<file path="config.mk">
export PLATFORM = sky130hd
export DESIGN_NAME = child_slot_rr_scheduler
export DESIGN_NICKNAME = d
export VERILOG_FILES = /design/src/rtl/child_sched_pkg.sv /design/src/rtl/child_rr_pick.sv /design/src/rtl/child_slot_rr_scheduler.sv
export SDC_FILE = /design/constraint.sdc
export NUM_CORES = 1
export LEC_CHECK = 0
export ABC_AREA = 1
export CAP_MARGIN = 20
export CORE_MARGIN = 3
export CORE_UTILIZATION = 54
export DETAILED_ROUTE_END_ITERATION = 8
export MAX_ROUTING_LAYER = met4
export PLACE_DENSITY = 0.86
export SLEW_MARGIN = 20
export SYNTH_ARGS = -nofsm -noshare
export SYNTH_HDL_FRONTEND = slang
export SYNTH_SLANG_ARGS = --single-unit
</file>
<file path="constraint.sdc">
create_clock -name clk -period 5 [get_ports clk]
set_clock_uncertainty 0.15 [all_clocks]
set_input_delay 1.25 -clock clk [delete_from_list [all_inputs] [get_ports clk]]
set_output_delay 1.25 -clock clk [all_outputs]
set_load 0.05 [all_outputs]
</file>
<file path="src/rtl/child_sched_pkg.sv">
// Shared types and helpers for the child-slot round-robin scheduler.
package child_sched_pkg;

  typedef enum logic [1:0] {
    IDLE    = 2'd0,
    GRANT   = 2'd1,
    RELEASE = 2'd2
  } sched_state_e;

  // Modular increment; n need not be a power of two.
  function automatic int unsigned rr_next(input int unsigned idx, input int unsigned n);
    return (idx + 32'd1 >= n) ? 32'd0 : idx + 32'd1;
  endfunction

endpackage

</file>
<file path="src/rtl/child_rr_pick.sv">
// Rotate-priority encoder: first set req bit at or above ptr, wrapping to 0.
module child_rr_pick #(
  parameter  int unsigned NUM_REQ = 10,
  localparam int unsigned IDW     = $clog2(NUM_REQ)
) (
  input  logic [NUM_REQ-1:0] req,
  input  logic [IDW-1:0]     ptr,
  output logic               any,
  output logic [IDW-1:0]     winner_idx
);

  logic           hit_hi;
  logic [IDW-1:0] idx_hi;
  logic           hit_lo;
  logic [IDW-1:0] idx_lo;

  // Two upward scans: bits at/above ptr take precedence over the wrapped low range.
  always_comb begin
    hit_hi = 1'b0;
    idx_hi = '0;
    hit_lo = 1'b0;
    idx_lo = '0;
    for (int unsigned i = 0; i < NUM_REQ; i++) begin
      if (req[i] && (i >= 32'(ptr)) && !hit_hi) begin
        hit_hi = 1'b1;
        idx_hi = IDW'(i);
      end
      if (req[i] && (i < 32'(ptr)) && !hit_lo) begin
        hit_lo = 1'b1;
        idx_lo = IDW'(i);
      end
    end
  end

  assign any        = hit_hi | hit_lo;
  assign winner_idx = hit_hi ? idx_hi : idx_lo;

endmodule

</file>
<file path="src/rtl/child_slot_rr_scheduler.sv">
// Round-robin owner of one shared slot among NUM_REQ children, with hold limit
// and a one-cycle turnaround gap between grants.
module child_slot_rr_scheduler
  import child_sched_pkg::*;
#(
  parameter  int unsigned NUM_REQ  = 10,
  parameter  int unsigned MAX_HOLD = 16,
  localparam int unsigned IDW      = $clog2(NUM_REQ)
) (
  input  logic               clk,
  input  logic               rst_n,
  input  logic [NUM_REQ-1:0] req,
  input  logic [NUM_REQ-1:0] done,
  output logic [NUM_REQ-1:0] gnt,
  output logic [IDW-1:0]     gnt_id,
  output logic               gnt_valid,
  output logic               hold_expired,
  output logic               busy
);

  localparam int unsigned CW = $clog2(MAX_HOLD);
  localparam logic [CW-1:0] HOLD_LAST = CW'(MAX_HOLD - 1);

  sched_state_e       state_q, state_d;
  logic [NUM_REQ-1:0] gnt_q, gnt_d;
  logic [IDW-1:0]     ptr_q, ptr_d;
  logic [CW-1:0]      cnt_q, cnt_d;
  logic               hold_exp_w;

  logic               pick_any;
  logic [IDW-1:0]     pick_idx;
  logic               owner_done;
  logic               owner_req;
  logic [IDW-1:0]     gnt_id_w;

  child_rr_pick #(
    .NUM_REQ(NUM_REQ)
  ) u_pick (
    .req       (req),
    .ptr       (ptr_q),
    .any       (pick_any),
    .winner_idx(pick_idx)
  );

  // Masking with the one-hot grant selects only the owner's done/req bits.
  assign owner_done = |(done & gnt_q);
  assign owner_req  = |(req & gnt_q);

  always_comb begin
    state_d    = state_q;
    gnt_d      = gnt_q;
    ptr_d      = ptr_q;
    cnt_d      = cnt_q;
    hold_exp_w = 1'b0;
    case (state_q)
      IDLE, RELEASE: begin
        gnt_d = '0;
        cnt_d = '0;
        if (pick_any) begin
          state_d = GRANT;
          gnt_d   = {{(NUM_REQ-1){1'b0}}, 1'b1} << pick_idx;
          ptr_d   = IDW'(rr_next(32'(pick_idx), NUM_REQ));
        end else begin
          state_d = IDLE;
        end
      end
      GRANT: begin
        cnt_d = cnt_q + CW'(1);
        if (owner_done || !owner_req) begin
          state_d = RELEASE;
          gnt_d   = '0;
          cnt_d   = '0;
        end else if (cnt_q == HOLD_LAST) begin
          state_d    = RELEASE;
          gnt_d      = '0;
          cnt_d      = '0;
          hold_exp_w = 1'b1;
        end
      end
      default: begin
        state_d = IDLE;
        gnt_d   = '0;
        cnt_d   = '0;
      end
    endcase
  end

  always_ff @(posedge clk or negedge rst_n) begin
    if (!rst_n) begin
      state_q <= IDLE;
      gnt_q   <= '0;
      ptr_q   <= '0;
      cnt_q   <= '0;
    end else begin
      state_q <= state_d;
      gnt_q   <= gnt_d;
      ptr_q   <= ptr_d;
      cnt_q   <= cnt_d;
    end
  end

  always_comb begin
    gnt_id_w = '0;
    for (int unsigned i = 0; i < NUM_REQ; i++) begin
      if (gnt_q[i]) gnt_id_w = IDW'(i);
    end
  end

  assign gnt          = gnt_q;
  assign gnt_id       = gnt_id_w;
  assign gnt_valid    = |gnt_q;
  assign hold_expired = hold_exp_w;
  assign busy         = (state_q != IDLE);

endmodule

</file>
; ---- Word-level counts from Yosys, hierarchy flattened
; Cells that the tools add are included.
[word_totals]
register_bits = 20
[op_classes]
n_addsub = 2
n_lt_le_gt_ge = 21
eq_ne = 4
shift = 1
mux = 63
n_bitwise = 3
reduce_logical = 65
[ops]
columns = cell, count
row1 = $mux 4, 17
row2 = $logic_and 1x1->1, 38
row3 = $mux 10, 3
row4 = $reduce_or 10->1, 3
row5 = $mux 1, 27
row6 = $mux 3, 8
row7 = $and 10x10->10, 2
row8 = $pmux 10 s2, 1
row9 = $logic_not 1->1, 19
row10 = $ge 3x4->1 const A, 4
row11 = $lt 3x4->1 const A, 4
row12 = $mux 2, 6
row13 = $shl 1x4->10 const A, 1
row14 = $ge 1x4->1 const A, 2
row15 = $ge 2x4->1 const A, 2
row16 = $ge 4x4->1 const A, 2
row17 = $lt 1x4->1 const A, 2
row18 = $lt 2x4->1 const A, 2
row19 = $lt 4x4->1 const A, 2
row20 = $add 4x1->5 const B, 1
row21 = $ge 5x4->1 const B, 1
row22 = $add 4x1->4 const B, 1
row23 = $eq 4x4->1 const B, 1
row24 = $pmux 2 s2, 1
row25 = other kinds (9), 9

; ---- Longest topological paths before layout
[depth]
ltp_word = 34
ltp_mapped = 18
ltp_nobuf = 17

; ---- By module
; Synthesis repeated with hierarchy kept, for this count alone.
[hier_totals]
hier_cells = 265
hier_area_um2 = 1689.1
[by_module_without_submodules]
columns = mod, instances, cells_per_inst, area_each_um2, seq_area_each_um2
row1 = child_slot_rr_scheduler, 1, 167, 1228.7, 500.5
row2 = child_rr_pick, 1, 98, 460.4, 0.0

; ---- Worst setup path before layout
; No wires, ideal clock.
[synth_timing]
path_kind = input port to output port
startpoint = input port done[2]
endpoint = output port hold_expired
arrival_time_ps = 2510
required_time_ps = 3600
slack_ps = 1090
stages = 7
path_buffers = 0
path_cell_list = nand2_1 -> nand2_1 -> a221oi_1 -> nand2_1 -> nor2_1 -> nand3_1 -> nor2_1
[synth_via]
elab_chain_len = 5
[synth_rtl]
columns = element, line_no
row1 = start: declaration, child_slot_rr_scheduler.sv:13  ; input logic [NUM_REQ-1:0] done,
row2 = $and 10x10->10, child_slot_rr_scheduler.sv:46  ; assign owner_done = |(done & gnt_q);
row3 = $reduce_or 10->1, child_slot_rr_scheduler.sv:46
row4 = $logic_or 1x1->1, child_slot_rr_scheduler.sv:69  ; if (owner_done || !owner_req) begin
row5 = $mux 1, child_slot_rr_scheduler.sv:69
row6 = $mux 1, child_slot_rr_scheduler.sv:55  ; case (state_q)
row7 = end: declaration, child_slot_rr_scheduler.sv:17  ; output logic hold_expired,
; No other way between the ends.

; ---- Worst setup path in the final report
; Same ends and word-level chain as after synthesis.

==> flow_summary.json <==
{
  "status": "complete, no violations",
  "syn_nets": 271,
  "cpPeakStageDelay_ns": 0.40,
  "syn_avg_cell_area_um2": 6.65,
  "required_ns": 3.60,
  "io_buffers": 38,
  "clockBufferDepth": 2,
  "worst_ir_drop_vdd_mv": 0.515,
  "synth_edf_count": 0,
  "wl_per_cell_um": 13.4,
  "die_h_um": 60.8,
  "globalplace.congestion": 0.904,
  "core_area_um2": 2810,
  "path_max_fanout": 3,
  "power_density_nw_per_um2": 688,
  "synth_async_sr_flop_share_pct": 100,
  "combPwrFrac_pct": 71.1,
  "slew_headroom_pct": 41.5,
  "min_path_type": "register to register",
  "grtUsageMet1_pct": 37.1,
  "internal_power_mw": 0.622,
  "ys_seq_elements": 20,
  "postPlaceCellArea_um2": 2020,
  "min_period_ns": 4.11,
  "grt_pass1_wl_um": 7130,
  "dr.first_iter.drc_count": 91,
  "start_util_pct": 57.8,
  "setup_tns_ns": 0,
  "synth_cell_types": 31,
  "cts-buffers-inserted": 3,
  "crit_slowest_cell": "clkdlybuf4s50_1",
  "clkPwrFrac_pct": 9.6,
  "critPathBufInv": 2,
  "crit_chain": "clkdlybuf4s50_1, nand2_1, nand2_1, a221oi_1, nand2_1, nor2_1, nand3_1, nor2_1, buf_4",
  "setup_violations": 0,
  "rsz0062_at_grt": "no",
  "clkLatencyLatePin_ns": 0.32,
  "grt_max_degree": 21,
  "grt_pass1_vias": 1583,
  "cts_tree": "done",
  "layout.nets": 311,
  "crit_family": "simple AND/OR/NAND/NOR gates",
  "postCtsSetupRepairBufs": 0,
  "clock_sinks": 20,
  "fmax_ghz": 0.244,
  "final_cell_area_um2": 2070,
  "synth_warnings": 0,
  "grt_use_met2_pct": 40.3,
  "tightest_slew_ns": 0.875,
  "synth_top_area_share_pct": 30.9,
  "swShare_pct": 56.3,
  "worst_setup_path_end_kind": "output port",
  "h-tree-depth": 1,
  "dp_hpwl_um": 3320,
  "crit_type": "input port to output port",
  "root_buffer": "clkbuf_4",
  "ys_top_cells_by_area": "dfrtp_1, nand2_1, inv_1",
  "syn_inst": 244,
  "finalCritPeriodShare_pct": 82.1,
  "area_growth_pct": 27.7,
  "yosysMostFrequentCell": "nand2_1",
  "hold_buffers": 0,
  "dieWidth_um": 60.8,
  "pin_count": 39,
  "antenna_found_initial": 0,
  "crit_top_cell": "nand2_1",
  "dieArea_um2": 3700,
  "cp-start-kind": "input port",
  "dr.pass1.iters": 4,
  "drv_cap": 0,
  "drv_slew": 0,
  "fill_cells": 223,
  "crit_arrival_ns": 2.71,
  "routed_wl_um": 4200,
  "grt-busiest-layer": "met2",
  "diodes": 0,
  "ctsResizeCount": 0,
  "rows": 19,
  "vias": 1695,
  "drive_gt1_share_pct": 13.8,
  "grtUsageTotal_pct": 26.3,
  "synth_largest_area_cell": "dfrtp_1",
  "grt.met3_usage_pct": 2.98,
  "hold_viol_final": 0,
  "synth_common_cells": "nand2_1, inv_1, nor2_1",
  "leakage_nw": 0.999,
  "post_drt_via_cell_ratio": 5.40,
  "ant_nets": 0,
  "switchingPower_mw": 0.802,
  "clk_pin_slew_ns": 0.12,
  "drc": 0,
  "overflow": 0,
  "synth_seq_area_share_pct": 30.9,
  "p_seq_share_pct": 19.3,
  "ys.flop_type": "dfrtp_1",
  "syn-cell-area_um2": 1620
}
==> final cells by class <==
cell class / count / area [µm²] / share of cell area, %
clock inverter: 1 / 30.0 / 1.45
multi-input combinational: 185 / 963 / 46.5
timing repair buffer: 38 / 378 / 18.2
sequential: 20 / 500 / 24.2
clock buffer: 3 / 22.5 / 1.09
tap: 31 / 38.8 / 1.87
inverter: 36 / 138 / 6.65
==> through the flow <==
stage	hold WS, ns	util (%)	total power, mW	worst slack [ns]	cells
floorplan	0.283	-	1.02	1.09	244
global placement	0.304	71.9	1.27	0.898	310
detailed placement	0.320	71.9	1.28	0.903	310
CTS	0.336	73.8	1.41	0.898	314
global route	0.368	73.8	1.53	0.762	314
finish	0.332	73.8	1.42	0.894	314
==> path summary, 6_finish.rpt <==
kind	startpoint	endpoint	slack, ns	cells past startpoint
setup / recovery	done[2]	hold_expired	0.89	9
setup reg to reg	ptr_q[3]	ptr_q[3]	2.19	15
hold / removal	cnt_q[0]	cnt_q[0]	0.33	1
hold reg to reg	cnt_q[0]	cnt_q[0]	0.33	1
max in group asynchronous	rst_n	gnt[8]	2.90	1
min in group asynchronous	rst_n	gnt[2]	1.26	1
==> power groups by stage <==
stage | registers (mW) | logic (mW) | clock network [mW]
after floorplan | 0.320 | 0.699 | 0
after global placement | 0.274 | 0.993 | 0
after detailed placement | 0.276 | 1.00 | 0
after CTS | 0.272 | 1.01 | 0.136
after global routing | 0.282 | 1.11 | 0.141
final | 0.275 | 1.01 | 0.137
==> state kept, by name, indices dropped and copies added, names as in the netlist <==
| signal | count |
|---|---|
| cnt_q | 4 |
| gnt | 10 |
| ptr_q | 4 |
| state_q | 2 |
==> placed cells by master, fill, tap and decap left out, types with 5 or more instances in the layout <==
| cell type | netlist | layout |
|---|---|---|
| nand3_1 | 19 | 19 |
| nor2_2 | 6 | 6 |
| clkdlybuf4s50_1 | 0 | 37 |
| o21ai_1 | 9 | 9 |
| nor2_1 | 26 | 26 |
| ha_1 | 5 | 5 |
| nand2_2 | 6 | 6 |
| inv_1 | 26 | 26 |
| inv_2 | 9 | 9 |
| dfrtp_1 | 20 | 20 |
| nand2_1 | 68 | 68 |
| o21ai_0 | 12 | 12 |
| nor3_1 | 5 | 5 |
==> logic make-up (layout without fill, tap and decap cells) <==
group | after synthesis | count (layout) | synth area share (%)
xor+xnor | 2 | 2 | 1.08
simple gates | 142 | 142 | 40.4
flops | 20 | 20 | 30.9
compound gates | 36 | 36 | 14.1
fa+ha+maj | 5 | 5 | 3.86
buf+inv | 39 | 78 | 9.72
==> metal layers <==
layer	part of all wire (%)	vias to the layer above
met1	48	756
li1	-	874
met5	0	-
met3	6.0	5
met2	45	60
met4	0.95	0
(Power assumes the default switching activity.)
